## src/rtl/delay_timer_arbiter_if.sv

```systemverilog
// Request/grant bundle between the requesters and the shared delay timer.
// master = requester side, slave = timer side.
interface delay_timer_arbiter_if #(
    parameter int unsigned N_REQ = 4,
    parameter int unsigned DUR_W = 8
);
    logic [N_REQ-1:0]       req;
    logic [N_REQ*DUR_W-1:0] dur;
    logic [N_REQ-1:0]       grant;
    logic [N_REQ-1:0]       done;
    logic                   busy;
    logic [DUR_W-1:0]       remaining;

    modport master (
        output req, dur,
        input  grant, done, busy, remaining
    );

    modport slave (
        input  req, dur,
        output grant, done, busy, remaining
    );
endinterface

```

## src/rtl/delay_timer_arbiter.sv

```systemverilog
// One shared 0.1 s tick timer, handed round-robin to N_REQ requesters.
// Each grant times dur ticks, then pulses done for one cycle.
module delay_timer_arbiter #(
    parameter int unsigned TICK_CYCLES = 10_000_000,
    parameter int unsigned N_REQ       = 4,
    parameter int unsigned DUR_W       = 8
) (
    input logic                 clk,
    input logic                 rst_n,
    delay_timer_arbiter_if.slave bus
);
    localparam int unsigned IdxW = (N_REQ > 1) ? $clog2(N_REQ) : 1;
    localparam int unsigned PreW = (TICK_CYCLES > 1) ? $clog2(TICK_CYCLES) : 1;
    localparam logic [PreW-1:0] PreLast = PreW'(TICK_CYCLES - 1);

    typedef enum logic [1:0] {StIdle, StRun, StDone} state_e;

    state_e            state_q, state_d;
    logic [IdxW-1:0]   ptr_q, ptr_d;
    logic [IdxW-1:0]   win_q, win_d;
    logic [PreW-1:0]   pre_q, pre_d;
    logic [DUR_W-1:0]  rem_q, rem_d;

    logic              pick_valid;
    logic [IdxW-1:0]   pick_idx;
    logic [DUR_W-1:0]  pick_dur;
    logic [31:0]       cand;
    logic [IdxW-1:0]   win_next;
    logic [N_REQ-1:0]  win_oh;
    logic              tick_last;
    logic              win_req;

    // Round-robin scan starting at ptr_q, wrapping past N_REQ-1.
    always_comb begin
        pick_valid = 1'b0;
        pick_idx   = '0;
        cand       = '0;
        for (int unsigned i = 0; i < N_REQ; i++) begin
            cand = (32'(ptr_q) + i) % N_REQ;
            if (!pick_valid && bus.req[cand[IdxW-1:0]]) begin
                pick_valid = 1'b1;
                pick_idx   = cand[IdxW-1:0];
            end
        end
    end

    assign pick_dur  = bus.dur[32'(pick_idx) * DUR_W +: DUR_W];
    assign win_next  = (32'(win_q) == N_REQ - 1) ? '0 : win_q + 1'b1;
    assign tick_last = (pre_q == PreLast);
    assign win_req   = bus.req[win_q];

    always_ff @(posedge clk or negedge rst_n) begin
        if (!rst_n) begin
            state_q <= StIdle;
        end else begin
            state_q <= state_d;
        end
    end

    always_comb begin
        state_d = state_q;
        unique case (state_q)
            StIdle: begin
                if (pick_valid) state_d = (pick_dur != '0) ? StRun : StDone;
            end
            StRun: begin
                // Cancel wins over a coincident final tick.
                if (!win_req) state_d = StIdle;
                else if (tick_last && rem_q == DUR_W'(1)) state_d = StDone;
            end
            StDone:  state_d = StIdle;
            default: state_d = StIdle;
        endcase
    end

    always_ff @(posedge clk or negedge rst_n) begin
        if (!rst_n) begin
            ptr_q <= '0;
            win_q <= '0;
            pre_q <= '0;
            rem_q <= '0;
        end else begin
            ptr_q <= ptr_d;
            win_q <= win_d;
            pre_q <= pre_d;
            rem_q <= rem_d;
        end
    end

    always_comb begin
        ptr_d = ptr_q;
        win_d = win_q;
        pre_d = pre_q;
        rem_d = rem_q;
        unique case (state_q)
            StIdle: begin
                pre_d = '0;
                rem_d = '0;
                if (pick_valid) begin
                    win_d = pick_idx;
                    rem_d = pick_dur;
                end
            end
            StRun: begin
                if (!win_req) begin
                    ptr_d = win_next;
                    pre_d = '0;
                    rem_d = '0;
                end else if (tick_last) begin
                    pre_d = '0;
                    if (rem_q != '0) rem_d = rem_q - 1'b1;
                end else begin
                    pre_d = pre_q + 1'b1;
                end
            end
            StDone: begin
                ptr_d = win_next;
                rem_d = '0;
            end
            default: begin
                rem_d = '0;
            end
        endcase
    end

    always_comb begin
        win_oh        = '0;
        win_oh[win_q] = 1'b1;
        bus.grant     = (state_q != StIdle) ? win_oh : '0;
        bus.done      = (state_q == StDone) ? win_oh : '0;
        bus.busy      = (state_q != StIdle);
        bus.remaining = rem_q;
    end
endmodule

```

## src/flat_wrapper.sv

```systemverilog
// flat-port wrapper written by rule: the top's interface ports become plain ports
module delay_timer_arbiter_flat 
#(
    parameter int unsigned TICK_CYCLES = 10_000_000,
    parameter int unsigned N_REQ       = 4,
    parameter int unsigned DUR_W       = 8
)
  (clk, rst_n, bus_req, bus_dur, bus_grant, bus_done, bus_busy, bus_remaining);
  delay_timer_arbiter_if #(.N_REQ(N_REQ), .DUR_W(DUR_W)) bus_i ();
  input logic clk;
  input logic rst_n;
  input wire logic [$bits(bus_i.req)-1:0] bus_req;
  input wire logic [$bits(bus_i.dur)-1:0] bus_dur;
  output wire logic [$bits(bus_i.grant)-1:0] bus_grant;
  output wire logic [$bits(bus_i.done)-1:0] bus_done;
  output wire logic [$bits(bus_i.busy)-1:0] bus_busy;
  output wire logic [$bits(bus_i.remaining)-1:0] bus_remaining;
  assign bus_i.req = bus_req;
  assign bus_i.dur = bus_dur;
  assign bus_grant = bus_i.grant;
  assign bus_done = bus_i.done;
  assign bus_busy = bus_i.busy;
  assign bus_remaining = bus_i.remaining;
  delay_timer_arbiter #(.TICK_CYCLES(TICK_CYCLES), .N_REQ(N_REQ), .DUR_W(DUR_W)) u_core (.clk(clk), .rst_n(rst_n), .bus(bus_i));
endmodule
```

## config.mk

```make
export PLATFORM = sky130hd
export DESIGN_NAME = delay_timer_arbiter_flat
export DESIGN_NICKNAME = d
export VERILOG_FILES = /design/src/rtl/delay_timer_arbiter_if.sv /design/src/rtl/delay_timer_arbiter.sv /design/src/flat_wrapper.sv
export SDC_FILE = /design/constraint.sdc
export NUM_CORES = 1
export LEC_CHECK = 0
export CORE_MARGIN = 1.5
export CORE_UTILIZATION = 32
export DETAILED_ROUTE_END_ITERATION = 7
export DONT_BUFFER_PORTS = 1
export GPL_TIMING_DRIVEN = 0
export PLACE_DENSITY = 0.49
export SYNTH_ARGS = -nofsm -noshare
export SYNTH_HDL_FRONTEND = slang
export SYNTH_SLANG_ARGS = --single-unit
export TNS_END_PERCENT = 20
```

## constraint.sdc

```tcl
create_clock -name clk -period 3.4 [get_ports clk]
set_clock_uncertainty 0.2 [all_clocks]
set_input_delay 0.68 -clock clk [delete_from_list [all_inputs] [get_ports clk]]
set_output_delay 0.68 -clock clk [all_outputs]
set_load 0.02 [all_outputs]
```

==> results of run 1 <==
[worst max-delay path, delay by kind of cell (launching register included)]
kind                       cells  cell delay [ns]
DFF                            1             0.43
buffers and inverters          2             0.46
and+or+nand+nor                6             1.47
adders and majority gates      1             0.26
[Yosys cell counts (3+ instances only)]
master                     instances
sky130_fd_sc_hd__and3_1           20
sky130_fd_sc_hd__dfrtp_1          38
sky130_fd_sc_hd__buf_2             5
sky130_fd_sc_hd__a211o_1           9
sky130_fd_sc_hd__and2_1            6
sky130_fd_sc_hd__xnor2_1           9
sky130_fd_sc_hd__clkbuf_1          4
sky130_fd_sc_hd__nor3_1           11
sky130_fd_sc_hd__a21oi_1           3
sky130_fd_sc_hd__o22a_1            4
sky130_fd_sc_hd__a211oi_1          8
sky130_fd_sc_hd__o21ai_0          14
sky130_fd_sc_hd__nand4_1           3
sky130_fd_sc_hd__xor2_1            9
sky130_fd_sc_hd__nand3_1          17
sky130_fd_sc_hd__nor2b_1          12
sky130_fd_sc_hd__nor2_1           35
sky130_fd_sc_hd__ha_1              7
sky130_fd_sc_hd__nand2_1          16
sky130_fd_sc_hd__a31oi_1           3
sky130_fd_sc_hd__o31ai_1           3
sky130_fd_sc_hd__inv_1             8
[cells by family after synthesis]
kind of cell,after synthesis
simple gates,140
compound gates,57
fa+ha+maj,7
flops,38
xor+xnor,18
buf+inv,19
mux,3
[how the worst max path moves through the flow]
stage	startpoint	end	cells after the start
2_1_floorplan	bus_req[2]	u_core.state_q[0]	9
3_3_place_gp	u_core.pre_q[0]	u_core.pre_q[19]	9
3_5_place_dp	u_core.pre_q[0]	u_core.pre_q[16]	9
4_1_cts	u_core.pre_q[0]	u_core.pre_q[14]	9
5_1_grt	u_core.pre_q[0]	u_core.pre_q[15]	9
6_report	u_core.pre_q[0]	u_core.pre_q[10]	9
[state kept, by name (all words and copies together) (netlist names)]
register	flops
u_core.bus.remaining	8
u_core.win_q	2
u_core.pre_q	24
u_core.ptr_q	2
u_core.state_q	2
[repair_timing]
| item | in CTS | in global routing |
|---|---|---|
| hold buffers | 1 | 0 |
| hold endpoints to repair | 38 | 0 |
| gates resized for setup | 0 | 1 |
| setup endpoints to repair | 0 | 11 |
[final cells by class]
cell class                      count  area (um2)  share of cell area [%]
Buffer                             11        62.6                    2.25
Clock buffer                        6        82.6                    2.97
Clock inverter                      2        60.1                    2.16
Inverter                            8        30.0                    1.08
Multi-Input combinational cell    225        1450                    52.1
Sequential cell                    38         951                    34.2
Tap cell                           99         124                    4.46
Timing Repair Buffer                1        20.0                   0.720
[per-layer routing]
metal | GRT usage (%) | wire [um] | up-vias
met1 | 20.9 | 2920 | 973
met5 | 0 | 0 | -
li1 | - | - | 1035
met3 | 2.85 | 264 | 12
met4 | 6.51 | 140 | 0
met2 | 22.3 | 2540 | 48
[power by group through the flow]
stage | Clock (mW) | Sequential (mW) | Combinational [mW]
global placement | 0 | 0.688 | 0.892
floorplan | 0 | 0.656 | 0.710
finish | 0.486 | 0.677 | 0.901
CTS | 0.496 | 0.679 | 0.910
detailed placement | 0 | 0.688 | 0.890
global route | 0.511 | 0.697 | 1.02
[per-stage QoR]
step                      hold slack [ns]  area (um2)  setup WS, ns
final                              0.0182        2780         0.471
after detailed placement            0.187        2610         0.301
after CTS                          0.0215        2770         0.276
after global routing               0.0290        2780         0.151
after floorplan                     0.184        2490         0.592
after global placement              0.187        2610         0.303
==> results summary, run 1 <==
The data required time at the worst endpoint came out at between 3 and 4 ns. The number of nets still failing antenna checks after routing is 0. The predominant post-synthesis flop cell is sky130_fd_sc_hd__dfrtp_1. Headroom to the max-slew limit came out at about three fifths. The area share of the largest cell type after synthesis is between 30% and 40%. The summed negative setup slack over all endpoints came out at 0 ns. The combined area of all synthesized cells came out at 2490 um2. After clock tree synthesis, the clock-pin slew on the worst setup and hold paths is roughly 0.080 ns. The number of levels in the clock H-tree is 2. After synthesis, the largest family of logic cells by area is simple AND/OR/NAND/NOR gates.

From synthesis to final layout, the design area changed by 11.8%. The count of synthesis-stage warnings from yosys is 0. The startpoint identified for the worst register-to-register timing path is u_core.pre_q[0].

For this design the static power due to leakage is 1.17 nW. The count of cell types in the netlist is 48. Entering global routing, the biggest net connects 39 pins. Net switching is between 40% and 50% of the power. After synthesis, the share of flip-flops with an asynchronous set or reset is 100%.

Summed over all nets, the switching power comes to 0.866 mW. For the worst-skew pair, the clock arrives at the later sink with an insertion delay of roughly 0.3 ns. The number of clock sinks seen by CTS came out at 38. The flow ran to the end, and the final reports show no timing, DRC or antenna violations.

The share of the synthesized netlist area taken by xor and xnor gates is 6.34%. The detailed router's first-iteration violation count is 94. The area of the die came out at ~8300 um2.

For this run the aggregate overflow at the end of global routing stands at 0. The total power draw is around 2.1 mW. The share of post-route cells with drive strength above 1 is around 7.6%. The total vias in the final route came out at just over 2k. Wires add up to 5.87 mm. The global-route wire length before repair is about 10 mm. The final RePlAce weighted congestion came out at around 0.88. Across the run, the number of max-cap violations was 0.

The number of storage elements in the synthesis netlist is 38. The power per cell area came out at around 740 nW/um2. Ranked by total cell area, the synthesized netlist is headed by sky130_fd_sc_hd__dfrtp_1, sky130_fd_sc_hd__nor2_1, sky130_fd_sc_hd__and3_1. The placeable core region is approximately 7400 um2.

In this run the worst hold path is classified as in -> async. The part of the Yosys area used for sequential elements is a little under two fifths. The effective utilization at floorplan came out at 33.7%. The synthesized netlist devotes around 3.5% of its cell area to adder and majority cells. The total placed cells including tap cells is roughly 380. The commonest non-fill, non-tap cell in the layout is sky130_fd_sc_hd__dfrtp_1. The I/O pin count is 55. The synthesized design spends more area on one cell type than any other, namely sky130_fd_sc_hd__dfrtp_1. The synthesized netlist cell count is 282. STA classifies the critical path startpoint as a register. For the pin with the worst max-slew slack, the measured transition is approximately 0.60 ns. The number of filler cells placed in the layout is roughly 770. The utilization after layout came out at 37.7%. The initialized floorplan defines 31 standard-cell rows. Dividing the detail-routed wire length by the instance count gives between 15 and 20 um. The count of port buffers added during placement came out at 0. The library cells used most frequently in the layout, excluding fill and tap cells, are sky130_fd_sc_hd__dfrtp_1, sky130_fd_sc_hd__nor2_1, sky130_fd_sc_hd__and3_1. The portion of total power attributed to combinational logic is a little over two fifths. A synthesized cell averages around 8.8 um2. The overall fraction of global-route tracks in use is approximately 15%. STA classifies the critical path endpoint as a register. The root buffer selected by CTS is sky130_fd_sc_hd__clkbuf_8.

The detailed-route vias per instance came out at 5.30. The die is between 90 and 100 um wide. After clock tree synthesis, the setup repair step added 0 buffers.

The setup slack of the worst register-to-register path is 0.47 ns. The fraction of power consumed by the clock network came out at 23.5%. The half-perimeter wire length after detailed placement is roughly 4.4 mm. The multiplexer share of the synthesized area came out at under 10%. The worst voltage drop across the vdd grid is 0.379 mV. The buffer levels on the longest clock path came out at 2. The largest individual stage delay along the critical path comes from the cell sky130_fd_sc_hd__nor4_2. The area fraction in and, or, nand and nor cells after synthesis came out at approximately 30%. When the netlist entered floorplanning its net count stood at around 330. Setup repair after global routing left no endpoint under its margin. The final clock period utilization by the worst path came out at around 86%. In this run the critical register-to-register path is captured at u_core.pre_q[10]. At the worst endpoint, the arrival time is 2.92 ns. The count of nets after finishing is 335. The filler-free cell count of the finished design came out at approximately 400.

The internal power came out at 1.20 mW. The die is about 91 um tall. The number of inserted diodes is 0. Sequential cells account for 32.8% of the total power. The number of remaining DRC errors is 0. TritonCTS built the clock tree. The maximum net fanout on the critical path came out at 10. By instance count, the cell type seen most on the critical path is sky130_fd_sc_hd__buf_2.

The number of cell instances on the worst register-to-register path is 9. The worst setup path is of the reg -> reg kind. The largest single stage delay on the critical path is roughly 0.52 ns. The synthesized design contains 0 enable-type register cells. The pre-antenna-repair detailed-routing pass consisted of 4 iterations. Walking the worst path, the cells encountered are ha_1, and3_1, nand3_1, nor4_2, nand2b_1, nor2b_1, buf_2, buf_2, nor2_1. The number of global-route vias before repair is approximately 2k.

The number of pins with negative max-slew slack in the final report was 0. The number of antenna violations at the first check in global routing came out at 0. The final count of negative-setup-slack endpoints is 0. The number of hold-slack violations in the final timing report came out at 0.

The maximum achievable frequency is 341 MHz. The worst path needs 2.93 ns of the cycle, external delays included. The compound-gate portion of the synthesized area came out at 16.5%. The TritonCTS buffer count is 5.
Note: power is estimated with default switching activity, not from simulation.
==> run 2: changes to the inputs <==
Settings changed: PLACE_DENSITY 0.49 to 0.55.
==> results summary, run 2 (same netlist as run 1, synthesis figures left out) <==
The library cell used most frequently in the layout, excluding fill and tap cells, is sky130_fd_sc_hd__dfrtp_1. The die extent in x came to 91.1 um (unchanged). The I/O pin count came out at 55 (unchanged). The overall die height is 91.1 um (unchanged). The switching power as a share of total power was 43.2% (+1.3 points). The number of filler cells placed in the layout was 758 (-1.0%). The fraction of power consumed by the clock network is 19.3% (-4.2 points). The share of total power in sequential cells came to 34.8% (+2.0 points). The signal arrival time at the worst endpoint came to 2.95 ns (+0.03 ns). The count of port buffers added during placement is 0 (unchanged).

The worst voltage drop across the vdd grid is 0.288 mV (-24%). The worst setup path is captured at a register. In this run the clock root is driven by a sky130_fd_sc_hd__clkbuf_8. The count of nets after finishing is 335 (unchanged).

The number of hold-slack violations in the final timing report is 0 (unchanged). Setup repair after global routing left no endpoint under its margin. The total vias in the final route is 2095 (+1.3%). The half-perimeter wire length after detailed placement came to 4.38 mm (-0.72%). The final count of negative-setup-slack endpoints is 0 (unchanged).

The final clock period utilization by the worst path is 87.8% (+1.7 points). The average detailed-routed wire length per instance came out at 14.7 um (-2.1%). The clock insertion delay at the later pin of the skew report is 0.29 ns (about the same). The buffer levels on the longest clock path came out at 2 (unchanged). The shortest period the worst path allows came out at 2.98 ns (+0.0564 ns).

The register with the most flip-flops in the final layout is u_core.pre_q. The detailed router's first-iteration violation count is 69 (-27%). The global-route wire length before repair is 9.75 mm (-2.4%). The CTS tree is built.

The utilization after layout is 37.2% (-0.49 points). The number of pins with negative max-slew slack in the final report is 0 (unchanged). The number of nets still failing antenna checks after routing is 0 (unchanged). The portion of total power attributed to combinational logic is 45.9% (+2.2 points). The detailed-route vias per instance is 5.37 (+1.3%). The number of levels in the clock H-tree is 2 (unchanged). The flip-flop count of the largest register after layout came out at 24 (unchanged). The number of clock sinks seen by CTS came to 38 (unchanged). The maximum net fanout on the critical path was 10 (unchanged). The clock slew at the register clock pins of the worst setup and hold paths is 0.08 ns (about the same). The post-detailed-routing wire length came to 5.74 mm (-2.1%). The summed negative setup slack over all endpoints came to 0 ns (unchanged). The power per cell area came out at 711 nW/um2 (-4.3%).

The first-pass detailed-route iteration total came out at 4 (unchanged). The area growth from synthesis to layout came out at 10.3%. The number of global-route vias before repair is 2088 (+4.1%). The internal power came to 1.11 mW (-7.6%). The tightest slew margin relative to the limit came to 55.7% (-4.6 points). The final RePlAce weighted congestion is 0.856 (-2.7%). The leakage power is 1.15 nW (-1.6%). The power spent charging and discharging nets was 0.842 mW (-2.8%). The share of post-route cells with drive strength above 1 is 6.87% (-0.69 points). The overall fraction of global-route tracks in use is 14.5% (-0.42 points). The number of antenna violations at the first check in global routing was 0 (unchanged).

The remaining global-route overflow is 0 (unchanged). The maximum achievable frequency was 335 MHz (-1.9%). The number of maximum-capacitance constraint violations is 0 (unchanged). The count of standard-cell rows is 31 (unchanged).

The transition time at the pin with the least slew margin is 0.665 ns (+0.0697 ns). The tightest min-delay check is of the in -> async type. The largest net degree at the start of global routing came to 39 (unchanged). The number of remaining DRC errors is 0 (unchanged). The category of the worst setup path launch point is a register. The number of buffers inserted by post-CTS setup repair came out at 0 (unchanged). The placeable core region was 7370 um2 (unchanged). The effective utilization at floorplan is 33.7% (unchanged). The top cell types in the final layout, fill and taps aside, are sky130_fd_sc_hd__dfrtp_1, sky130_fd_sc_hd__nor2_1, sky130_fd_sc_hd__and3_1. The run finished with clean final reports. The data required time at the worst endpoint came out at 3.36 ns (-0.03 ns). The TritonCTS buffer count came to 5 (unchanged). The critical path in this run is classified as reg -> reg. The area of the die is 8310 um2 (unchanged). The number of inserted diodes is 0 (unchanged).
-- run 2: changes by cell type in the layout (fill, tap and decap cells not counted) --
cell                        change
sky130_fd_sc_hd__clkbuf_8       -1
sky130_fd_sc_hd__clkbuf_1       +2
sky130_fd_sc_hd__bufinv_16      -1
-- run 2: metrics by stage --
| step | instance area (um2) | power, mW | setup WS [ns] | instances | hold slack, ns |
|---|---|---|---|---|---|
| after floorplan | 2490 | 1.37 | 0.592 | 282 | 0.184 |
| after global placement | 2610 | 1.58 | 0.277 | 381 | 0.187 |
| after detailed placement | 2610 | 1.58 | 0.181 | 381 | 0.187 |
| after CTS | 2740 | 1.97 | 0.166 | 390 | 0.0293 |
| after global routing | 2740 | 2.12 | 0.125 | 390 | 0.0301 |
| final | 2740 | 1.95 | 0.415 | 390 | 0.0287 |
-- run 2: worst paths after layout --
kind                                       from          endpoint  slack [ns]  cells past startpoint
worst max-delay path            u_core.pre_q[0]  u_core.pre_q[15]        0.42                      9
worst min-delay path                      rst_n  u_core.pre_q[14]        0.03                      1
worst max register to register  u_core.pre_q[0]  u_core.pre_q[15]        0.42                      9
worst min register to register  u_core.pre_q[4]   u_core.pre_q[4]        0.31                      1
max in group asynchronous                 rst_n  u_core.pre_q[13]        2.78                      1
min in group clk                u_core.pre_q[4]   u_core.pre_q[4]        0.31                      1
-- run 2: power groups by stage --
stage | Clock (mW) | Combinational (mW) | Sequential [mW]
finish | 0.376 | 0.894 | 0.679
global route | 0.405 | 1.01 | 0.697
CTS | 0.387 | 0.904 | 0.682
detailed placement | 0 | 0.886 | 0.692
global placement | 0 | 0.885 | 0.692
floorplan | 0 | 0.710 | 0.656
-- run 2: critical path: stages, from the launching register on --
cell	delay (ns)
sky130_fd_sc_hd__dfrtp_1	0.43
sky130_fd_sc_hd__ha_1	0.27
sky130_fd_sc_hd__and3_1	0.21
sky130_fd_sc_hd__nand3_1	0.16
sky130_fd_sc_hd__nor4_2	0.55
sky130_fd_sc_hd__nand2b_1	0.35
sky130_fd_sc_hd__nor2b_1	0.16
sky130_fd_sc_hd__buf_2	0.20
sky130_fd_sc_hd__buf_2	0.24
sky130_fd_sc_hd__nor2_1	0.08
-- run 2: what timing repair did --
action,in CTS,in global routing
gates resized for setup,0,1
setup endpoints to repair,0,14
hold buffers,1,0
endpoints found under the hold margin,38,0
-- run 2: area by class of cell --
cell class | instances | area (um2) | share of cell area, %
Buffer | 11 | 62.6 | 2.28
Sequential cell | 38 | 951 | 34.7
Multi-Input combinational cell | 225 | 1450 | 52.8
Clock inverter | 1 | 30.0 | 1.09
Clock buffer | 7 | 76.3 | 2.78
Timing Repair Buffer | 1 | 20.0 | 0.730
Inverter | 8 | 30.0 | 1.09
Tap cell | 99 | 124 | 4.52
-- run 2: per-layer routing --
layer  track usage, %  part of all wire, %  vias up
li1                 -                    -     1036
met1             17.5                   45      990
met2             24.6                   48       54
met3             3.02                  4.4       15
met4             6.90                  2.8        0
met5                0                    0        -
